<file path="src/rtl/ahb_burst_arbiter_pkg.sv">
// Shared definitions for the AHB burst arbiter: HBURST codes, beat lookup, FSM states.
package ahb_burst_arbiter_pkg;

    localparam int unsigned CNT_W   = 4;
    localparam int unsigned BEATS_W = 5;

    localparam logic [2:0] HB_SINGLE = 3'b000;
    localparam logic [2:0] HB_WRAP4  = 3'b010;
    localparam logic [2:0] HB_INCR4  = 3'b011;
    localparam logic [2:0] HB_INCR8  = 3'b101;

    typedef enum logic [2:0] {
        ST_IDLE   = 3'd0,
        ST_GRANT  = 3'd1,
        ST_LAUNCH = 3'd2,
        ST_ACTIVE = 3'd3,
        ST_DONE   = 3'd4
    } state_t;

    // Beats per supported HBURST code; 0 marks a code the master cannot run.
    function automatic logic [BEATS_W-1:0] burst_beats(input logic [2:0] code);
        case (code)
            HB_SINGLE:          return BEATS_W'(1);
            HB_WRAP4, HB_INCR4: return BEATS_W'(4);
            HB_INCR8:           return BEATS_W'(8);
            default:            return BEATS_W'(0);
        endcase
    endfunction

endpackage

</file>
<file path="src/rtl/ahb_burst_arbiter_if.sv">
// Requester/master-side bundle of the burst arbiter.
interface ahb_burst_arbiter_if #(
    parameter int unsigned NREQ = 4,
    parameter int unsigned AW   = 32,
    parameter int unsigned IDW  = 2
);
    logic [NREQ-1:0]    req;
    logic [NREQ*AW-1:0] req_addr;
    logic [NREQ-1:0]    req_write;
    logic [NREQ*3-1:0]  req_burst;
    logic               HREADY;
    logic               m_beat_done;
    logic [NREQ-1:0]    grant;
    logic [IDW-1:0]     gnt_id;
    logic               m_start;
    logic [AW-1:0]      m_addr;
    logic               m_write;
    logic [2:0]         m_burst;
    logic [NREQ-1:0]    done;
    logic [NREQ-1:0]    err;

    modport master (
        output req, req_addr, req_write, req_burst, HREADY, m_beat_done,
        input  grant, gnt_id, m_start, m_addr, m_write, m_burst, done, err
    );

    modport slave (
        input  req, req_addr, req_write, req_burst, HREADY, m_beat_done,
        output grant, gnt_id, m_start, m_addr, m_write, m_burst, done, err
    );
endinterface

</file>
<file path="src/rtl/ahb_burst_arbiter_rr_picker.sv">
// Round-robin picker: first pending requester at or after the pointer, wrapping.
module ahb_burst_arbiter_rr_picker #(
    parameter int unsigned NREQ = 4,
    parameter int unsigned IDW  = 2
) (
    input  logic [NREQ-1:0] req,
    input  logic [IDW-1:0]  ptr,
    output logic [NREQ-1:0] winner_c,
    output logic [IDW-1:0]  idx_c,
    output logic            any_c
);

    logic [IDW-1:0] cand;

    always_comb begin
        winner_c = '0;
        idx_c    = '0;
        any_c    = 1'b0;
        cand     = '0;
        for (int unsigned k = 0; k < NREQ; k++) begin
            cand = IDW'((32'(ptr) + k) % NREQ);
            if (!any_c && req[cand]) begin
                any_c          = 1'b1;
                winner_c[cand] = 1'b1;
                idx_c          = cand;
            end
        end
    end

endmodule

</file>
<file path="src/rtl/ahb_burst_arbiter.sv">
// Non-preemptive round-robin arbiter sharing one AHB-Lite burst master among NREQ requesters.
module ahb_burst_arbiter
    import ahb_burst_arbiter_pkg::*;
#(
    parameter int unsigned NREQ = 4,
    parameter int unsigned AW   = 32,
    parameter int unsigned IDW  = 2
) (
    input logic             CLK_MASTER,
    input logic             RESET_MASTER,
    ahb_burst_arbiter_if.slave bus
);

    state_t             state;
    logic [IDW-1:0]     ptr;
    logic [CNT_W-1:0]   beat_cnt;
    logic [CNT_W-1:0]   last_beat;
    logic               bad_cmd;
    logic [NREQ-1:0]    grant_q;
    logic [IDW-1:0]     id_q;
    logic [AW-1:0]      addr_q;
    logic               write_q;
    logic [2:0]         burst_q;
    logic [NREQ-1:0]    done_q;
    logic [NREQ-1:0]    err_q;

    logic [NREQ-1:0]    pick_onehot;
    logic [IDW-1:0]     pick_idx;
    logic               pick_any;
    logic [AW-1:0]      sel_addr;
    logic [2:0]         sel_burst;
    logic               sel_write;
    logic [BEATS_W-1:0] sel_beats;
    logic [IDW-1:0]     ptr_next_c;

    ahb_burst_arbiter_rr_picker #(.NREQ(NREQ), .IDW(IDW)) u_picker (
        .req      (bus.req),
        .ptr      (ptr),
        .winner_c (pick_onehot),
        .idx_c    (pick_idx),
        .any_c    (pick_any)
    );

    // Command fields of the current round-robin winner.
    always_comb begin
        sel_addr  = bus.req_addr[32'(pick_idx)*AW +: AW];
        sel_burst = bus.req_burst[32'(pick_idx)*32'd3 +: 3];
        sel_write = bus.req_write[pick_idx];
        sel_beats = burst_beats(sel_burst);
    end

    assign ptr_next_c = (id_q == IDW'(NREQ-1)) ? '0 : id_q + IDW'(1);

    always_ff @(posedge CLK_MASTER) begin
        if (RESET_MASTER) begin
            state     <= ST_IDLE;
            ptr       <= '0;
            beat_cnt  <= '0;
            last_beat <= '0;
            bad_cmd   <= 1'b0;
            grant_q   <= '0;
            id_q      <= '0;
            addr_q    <= '0;
            write_q   <= 1'b0;
            burst_q   <= '0;
            done_q    <= '0;
            err_q     <= '0;
        end else begin
            done_q <= '0;
            err_q  <= '0;
            case (state)
                ST_IDLE: begin
                    if (pick_any) begin
                        grant_q   <= pick_onehot;
                        id_q      <= pick_idx;
                        addr_q    <= sel_addr;
                        write_q   <= sel_write;
                        burst_q   <= sel_burst;
                        beat_cnt  <= '0;
                        last_beat <= CNT_W'(sel_beats - BEATS_W'(1));
                        bad_cmd   <= (sel_beats == '0);
                        if (sel_beats == '0) err_q <= pick_onehot;
                        state     <= ST_GRANT;
                    end
                end
                ST_GRANT: begin
                    // Rejected commands release the bus without a done pulse.
                    if (bad_cmd) begin
                        grant_q <= '0;
                        id_q    <= '0;
                        ptr     <= ptr_next_c;
                        bad_cmd <= 1'b0;
                        state   <= ST_IDLE;
                    end else begin
                        state   <= ST_LAUNCH;
                    end
                end
                ST_LAUNCH: begin
                    if (bus.HREADY) state <= ST_ACTIVE;
                end
                ST_ACTIVE: begin
                    if (bus.m_beat_done) begin
                        if (beat_cnt == last_beat) begin
                            done_q <= grant_q;
                            state  <= ST_DONE;
                        end else begin
                            beat_cnt <= beat_cnt + CNT_W'(1);
                        end
                    end
                end
                ST_DONE: begin
                    grant_q  <= '0;
                    id_q     <= '0;
                    ptr      <= ptr_next_c;
                    beat_cnt <= '0;
                    state    <= ST_IDLE;
                end
                default: state <= ST_IDLE;
            endcase
        end
    end

    // The launch strobe must land in the cycle the slave is ready, so it follows HREADY directly.
    assign bus.m_start = (state == ST_LAUNCH) && bus.HREADY;
    assign bus.grant   = grant_q;
    assign bus.gnt_id  = id_q;
    assign bus.m_addr  = addr_q;
    assign bus.m_write = write_q;
    assign bus.m_burst = burst_q;
    assign bus.done    = done_q;
    assign bus.err     = err_q;

endmodule
</file>
<file path="src/flat_wrapper.sv">
// flat-port wrapper written by rule: the top's interface ports become plain ports
module ahb_burst_arbiter_flat import ahb_burst_arbiter_pkg::*;
#(
    parameter int unsigned NREQ = 4,
    parameter int unsigned AW   = 32,
    parameter int unsigned IDW  = 2
)
  (CLK_MASTER, RESET_MASTER, bus_req, bus_req_addr, bus_req_write, bus_req_burst, bus_HREADY, bus_m_beat_done, bus_grant, bus_gnt_id, bus_m_start, bus_m_addr, bus_m_write, bus_m_burst, bus_done, bus_err);
  ahb_burst_arbiter_if #(.NREQ(NREQ), .AW(AW), .IDW(IDW)) bus_i ();
  input logic CLK_MASTER;
  input logic RESET_MASTER;
  input wire logic [$bits(bus_i.req)-1:0] bus_req;
  input wire logic [$bits(bus_i.req_addr)-1:0] bus_req_addr;
  input wire logic [$bits(bus_i.req_write)-1:0] bus_req_write;
  input wire logic [$bits(bus_i.req_burst)-1:0] bus_req_burst;
  input wire logic [$bits(bus_i.HREADY)-1:0] bus_HREADY;
  input wire logic [$bits(bus_i.m_beat_done)-1:0] bus_m_beat_done;
  output wire logic [$bits(bus_i.grant)-1:0] bus_grant;
  output wire logic [$bits(bus_i.gnt_id)-1:0] bus_gnt_id;
  output wire logic [$bits(bus_i.m_start)-1:0] bus_m_start;
  output wire logic [$bits(bus_i.m_addr)-1:0] bus_m_addr;
  output wire logic [$bits(bus_i.m_write)-1:0] bus_m_write;
  output wire logic [$bits(bus_i.m_burst)-1:0] bus_m_burst;
  output wire logic [$bits(bus_i.done)-1:0] bus_done;
  output wire logic [$bits(bus_i.err)-1:0] bus_err;
  assign bus_i.req = bus_req;
  assign bus_i.req_addr = bus_req_addr;
  assign bus_i.req_write = bus_req_write;
  assign bus_i.req_burst = bus_req_burst;
  assign bus_i.HREADY = bus_HREADY;
  assign bus_i.m_beat_done = bus_m_beat_done;
  assign bus_grant = bus_i.grant;
  assign bus_gnt_id = bus_i.gnt_id;
  assign bus_m_start = bus_i.m_start;
  assign bus_m_addr = bus_i.m_addr;
  assign bus_m_write = bus_i.m_write;
  assign bus_m_burst = bus_i.m_burst;
  assign bus_done = bus_i.done;
  assign bus_err = bus_i.err;
  ahb_burst_arbiter #(.NREQ(NREQ), .AW(AW), .IDW(IDW)) u_core (.CLK_MASTER(CLK_MASTER), .RESET_MASTER(RESET_MASTER), .bus(bus_i));
endmodule
</file>
<file path="config.mk">
export PLATFORM = sky130hd
export DESIGN_NAME = ahb_burst_arbiter_flat
export DESIGN_NICKNAME = d
export VERILOG_FILES = /design/src/rtl/ahb_burst_arbiter_pkg.sv /design/src/rtl/ahb_burst_arbiter_if.sv /design/src/rtl/ahb_burst_arbiter_rr_picker.sv /design/src/rtl/ahb_burst_arbiter.sv /design/src/flat_wrapper.sv
export SDC_FILE = /design/constraint.sdc
export NUM_CORES = 1
export LEC_CHECK = 0
export CORE_MARGIN = 1.5
export CORE_UTILIZATION = 38
export CTS_BUF_LIST = sky130_fd_sc_hd__clkbuf_8
export DETAILED_ROUTE_END_ITERATION = 10
export PLACE_DENSITY = 0.8
export SYNTH_ARGS = -nofsm -noshare
export SYNTH_HDL_FRONTEND = slang
export SYNTH_SLANG_ARGS = --single-unit
</file>
<file path="constraint.sdc">
create_clock -name CLK_MASTER -period 3.6 [get_ports CLK_MASTER]
set_input_delay 0.9 -clock CLK_MASTER [delete_from_list [all_inputs] [get_ports CLK_MASTER]]
set_output_delay 0.9 -clock CLK_MASTER [all_outputs]
set_load 0.01 [all_outputs]
</file>
==> results <==
[power groups by stage]
stage / Clock (W) / Combinational (W) / Sequential (W)
detailed placement: 0 / 0.00200 / 0.00110
global route: 0.000741 / 0.00217 / 0.00112
global placement: 0 / 0.00195 / 0.00109
floorplan: 0 / 0.00104 / 0.00115
finish: 0.000695 / 0.00202 / 0.00109
CTS: 0.000704 / 0.00201 / 0.00109
[final cells by class]
class	count	area, sq um
clock buffer	9	124
clock inverter	7	97.6
fill	879	3700
inverter	8	30.0
multi-input combinational	346	2560
sequential	63	1260
tap	136	170
timing repair buffer	236	2330
[worst max path at each step]
| stage | slack (ns) | startpoint | cells after the start | endpoint |
|---|---|---|---|---|
| floorplan | 0.02 | bus_req[3] | 11 | u_core.last_beat[3] |
| global placement | -0.27 | bus_req[2] | 11 | u_core.last_beat[3] |
| detailed placement | -0.41 | bus_req[2] | 11 | u_core.last_beat[3] |
| CTS | 0.003 | bus_req[3] | 11 | u_core.last_beat[3] |
| global route | -0.02 | bus_req[1] | 10 | u_core.last_beat[3] |
| finish | 0.15 | bus_req[2] | 10 | u_core.last_beat[3] |
[kinds of logic (layout without fill, tap and decap cells)]
| logic type | Yosys count | in the layout |
|---|---|---|
| simple gates | 165 | 165 |
| compound gates | 90 | 91 |
| buf+inv | 44 | 260 |
| flops | 63 | 63 |
| xor+xnor | 2 | 2 |
| mux | 80 | 80 |
| fa+ha+maj | 8 | 8 |
[critical path, cell delays in order]
cell,delay (ns)
sky130_fd_sc_hd__dlygate4sd2_1,0.38
sky130_fd_sc_hd__mux2i_1,0.18
sky130_fd_sc_hd__a32o_2,0.34
sky130_fd_sc_hd__o31ai_4,0.34
sky130_fd_sc_hd__a21oi_1,0.13
sky130_fd_sc_hd__o32a_1,0.40
sky130_fd_sc_hd__or2_1,0.27
sky130_fd_sc_hd__ha_2,0.20
sky130_fd_sc_hd__or4b_1,0.52
sky130_fd_sc_hd__nand3_1,0.08
[state kept, by name, summed over array words and instances, names as in the netlist, 3 cells and up]
name,count
u_core.bus.m_addr,32
u_core.beat_cnt,4
u_core.bus.done,4
u_core.bus.err,4
u_core.bus.grant,4
u_core.bus.m_burst,3
u_core.last_beat,3
u_core.state,3
[through the flow]
step                 util  worst slack [ns]  instance area (sq um)  cells
floorplan               -            0.0237                   4050    452
global placement    0.615            -0.270                   6320    788
detailed placement  0.615            -0.410                   6320    788
CTS                 0.636           0.00345                   6540    804
global route        0.640           -0.0208                   6580    805
finish              0.640             0.146                   6580    805
[routing by layer]
metal,part of all wire,wire length (um),vias to the layer above
met4,0.017,240,0
met3,0.063,872,23
met1,0.39,5390,2069
li1,-,-,2090
met2,0.53,7280,170
met5,0,0,-
[layout by cell type (no fill, tap or decap), types with 5 or more instances in the layout]
| cell type | count |
|---|---|
| sky130_fd_sc_hd__clkdlybuf4s50_1 | 198 |
| sky130_fd_sc_hd__nand2_1 | 87 |
| sky130_fd_sc_hd__mux2i_1 | 75 |
| sky130_fd_sc_hd__dfxtp_1 | 62 |
| sky130_fd_sc_hd__a32o_1 | 33 |
| sky130_fd_sc_hd__buf_4 | 30 |
| sky130_fd_sc_hd__nor2_1 | 24 |
| sky130_fd_sc_hd__a21oi_1 | 11 |
| sky130_fd_sc_hd__o211ai_1 | 11 |
| sky130_fd_sc_hd__a22oi_1 | 10 |
| sky130_fd_sc_hd__clkbuf_8 | 9 |
| sky130_fd_sc_hd__inv_1 | 8 |
| sky130_fd_sc_hd__nor2b_1 | 8 |
| sky130_fd_sc_hd__o21ai_0 | 6 |
| sky130_fd_sc_hd__and2_1 | 6 |
| sky130_fd_sc_hd__ha_1 | 6 |
| sky130_fd_sc_hd__and3_1 | 5 |
[timing repair]
action / CTS / global route
hold buffers: 0 / 0
setup endpoints to repair: 1 / 7
gates resized for setup: 2 / 8
cloned: 0 / 1
hold endpoints to repair: 0 / 0
pin swaps: 0 / 1
==> metrics.txt <==
# TYPE chip_impl_metric gauge
chip_impl_metric{name="clkPwrFrac",unit=""} 0.183
chip_impl_metric{name="cts.reportedPaths.clkPinSlew",unit="ns"} 0.07
chip_impl_info{name="synth_top_cell_by_area",value="sky130_fd_sc_hd__dfxtp_1"} 1
chip_impl_metric{name="final_nets",unit=""} 824
chip_impl_metric{name="synth_enable_flop_cells",unit=""} 0
chip_impl_info{name="kind_of_critical_path",value="input pin to flop"} 1
chip_impl_metric{name="ys_seq_elements",unit=""} 63
chip_impl_info{name="clk_root_buffer_cell",value="sky130_fd_sc_hd__clkbuf_8"} 1
chip_impl_metric{name="worst_vdd_rail_ir_drop",unit="mV"} 0.268
chip_impl_metric{name="synth_compound_gate_area_share",unit=""} 0.190
chip_impl_metric{name="net_switching_power_figure",unit="W"} 0.00142
chip_impl_info{name="grt-busiest-layer",value="met2"} 1
chip_impl_info{name="worstSetupStartpointType",value="input pin"} 1
chip_impl_metric{name="tritoncts_num_sinks",unit=""} 63
chip_impl_metric{name="route.detailed.drc",unit=""} 0
chip_impl_metric{name="hold_viol_final",unit=""} 0
chip_impl_metric{name="cellPowerDensity",unit="mW/mm^2"} 578
chip_impl_metric{name="vias_per_cell",unit=""} 5.41
chip_impl_info{name="hold-path-endpoint",value="u_core.bus.m_addr[23]"} 1
chip_impl_info{name="worst_r2r_startpoint",value="u_core.ptr[0]"} 1
chip_impl_metric{name="total_leakage_power",unit="nW"} 2.89
chip_impl_info{name="reg2reg_capture_point",value="u_core.last_beat[3]"} 1
chip_impl_metric{name="global_route.usage.met2",unit=""} 0.432
chip_impl_metric{name="syn_avg_cell_area",unit="sq um"} 8.88
chip_impl_metric{name="clock_path_buffers",unit=""} 2
chip_impl_metric{name="initial_core_util",unit=""} 0.391
chip_impl_metric{name="pin_count",unit=""} 203
chip_impl_metric{name="cp_data_required_time",unit="ns"} 3.88
chip_impl_metric{name="num_antenna_cells",unit=""} 0
chip_impl_metric{name="synth_xor_area_frac",unit=""} 0.00436
chip_impl_metric{name="sw_share",unit=""} 0.372
chip_impl_metric{name="crit_arrival",unit="ns"} 3.73
chip_impl_metric{name="buffer_ports.inserted",unit=""} 202
chip_impl_metric{name="cts_setup_buffers",unit=""} 0
chip_impl_metric{name="max_freq",unit="GHz"} 0.290
chip_impl_metric{name="timing.slew.headroom",unit=""} 0.569
chip_impl_metric{name="yosys_warnings",unit=""} 0
chip_impl_metric{name="period_minus_slack",unit="ns"} 3.45
chip_impl_metric{name="setup.reg_to_reg.worst_slack",unit="ns"} 0.16
chip_impl_info{name="worstHoldPathType",value="flop to flop"} 1
chip_impl_info{name="post_synth_main_area_contributors",value="sky130_fd_sc_hd__dfxtp_1, sky130_fd_sc_hd__mux2i_1, sky130_fd_sc_hd__a32o_1"} 1
chip_impl_metric{name="pwr-share-seq",unit=""} 0.286
chip_impl_info{name="yosys_most_used_dff",value="sky130_fd_sc_hd__dfxtp_1"} 1
chip_impl_metric{name="top_area_cell_type_share_of_the_netlist_area",unit=""} 0.314
chip_impl_metric{name="routedWlPerCell",unit="um"} 17.1
chip_impl_metric{name="met1_usage",unit=""} 0.279
chip_impl_metric{name="timing.clock.skew",unit="ns"} 0.0117
chip_impl_metric{name="globalRouteOverflowTotal",unit=""} 0
chip_impl_metric{name="postRouteWirelength",unit="mm"} 13.8
chip_impl_info{name="post_synth_most_frequent_cells",value="sky130_fd_sc_hd__nand2_1, sky130_fd_sc_hd__mux2i_1, sky130_fd_sc_hd__dfxtp_1"} 1
chip_impl_metric{name="worst_slew_pin_slew",unit="ns"} 0.641
chip_impl_metric{name="max_cap_violations",unit=""} 0
chip_impl_metric{name="combinational_share_of_power",unit=""} 0.531
chip_impl_metric{name="maximum_number_of_pins_on_one_net_before_global_route_repair",unit=""} 39
chip_impl_metric{name="die-area",unit="sq mm"} 0.0112
chip_impl_info{name="synth_top_family_by_area",value="multiplexers"} 1
chip_impl_metric{name="detail_route.first_pass.iterations",unit=""} 4
chip_impl_metric{name="grt_pass1_vias",unit=""} 4251
chip_impl_metric{name="die_height",unit="um"} 106
chip_impl_metric{name="num_rows",unit=""} 37
chip_impl_metric{name="critical_path_peak_fanout",unit=""} 10
chip_impl_metric{name="worstHoldPathCells",unit=""} 1
chip_impl_metric{name="grt_pass1_wl",unit="mm"} 21.2
chip_impl_metric{name="r2r.worst_path.cells",unit=""} 11
chip_impl_info{name="clock_tree_from_tritoncts",value="done"} 1
chip_impl_metric{name="async_s_r_ff_share_synth",unit=""} 0
chip_impl_metric{name="synthAdderAreaFrac",unit=""} 0.0249
chip_impl_metric{name="fin_setup_tns",unit="ns"} 0
chip_impl_metric{name="synth_fp_nets",unit=""} 612
chip_impl_metric{name="total_power",unit="W"} 0.00380
chip_impl_metric{name="ant_nets",unit=""} 0
chip_impl_metric{name="synth_cell_type_count",unit=""} 52
chip_impl_metric{name="route.vias.total",unit=""} 4352
chip_impl_metric{name="dpl.hpwl",unit="mm"} 10.8
chip_impl_metric{name="gr-usage-all-layers",unit=""} 0.239
chip_impl_metric{name="drt-initial-drc-count",unit=""} 221
chip_impl_metric{name="part_of_the_yosys_area_used_for_sequential_elements",unit=""} 0.314
chip_impl_metric{name="yosys-mux-area-fraction",unit=""} 0.212
chip_impl_metric{name="cts_made_buffers",unit=""} 9
chip_impl_metric{name="internal_power",unit="W"} 0.00239
chip_impl_info{name="end_kind",value="flop"} 1
chip_impl_info{name="worst_hold_startpoint",value="u_core.bus.m_addr[23]"} 1
chip_impl_metric{name="antenna_found_initial",unit=""} 0
chip_impl_metric{name="timing.final.max_slew_violations",unit=""} 0
chip_impl_metric{name="clock_insertion_delay_worst_skew",unit="ns"} 0.34
chip_impl_metric{name="placeableCoreArea",unit="sq mm"} 0.0103
chip_impl_info{name="synthMostInstantiatedCell",value="sky130_fd_sc_hd__nand2_1"} 1
chip_impl_metric{name="timing.hold.ws",unit="ns"} 0.469
chip_impl_metric{name="globalRouteMet3Util",unit=""} 0.0606
chip_impl_metric{name="drive_above_1_share",unit=""} 0.114
chip_impl_metric{name="postSynthCellCount",unit=""} 452
chip_impl_metric{name="yosys.area_share.simple",unit=""} 0.193
chip_impl_metric{name="setup-violations-final",unit=""} 0
chip_impl_metric{name="layout_worst_path_cycle_share",unit=""} 0.959
chip_impl_metric{name="htree_levels",unit=""} 3
chip_impl_metric{name="area_growth_syn_to_layout",unit="%"} 63.8
chip_impl_info{name="status",value="finished clean"} 1
chip_impl_metric{name="synth.cell_area",unit="sq mm"} 0.00401
chip_impl_metric{name="routability_congestion_estimate_from_global_placement",unit=""} 0.928
chip_impl_metric{name="die_width",unit="um"} 106
Note: power is estimated with default switching activity, not from simulation.
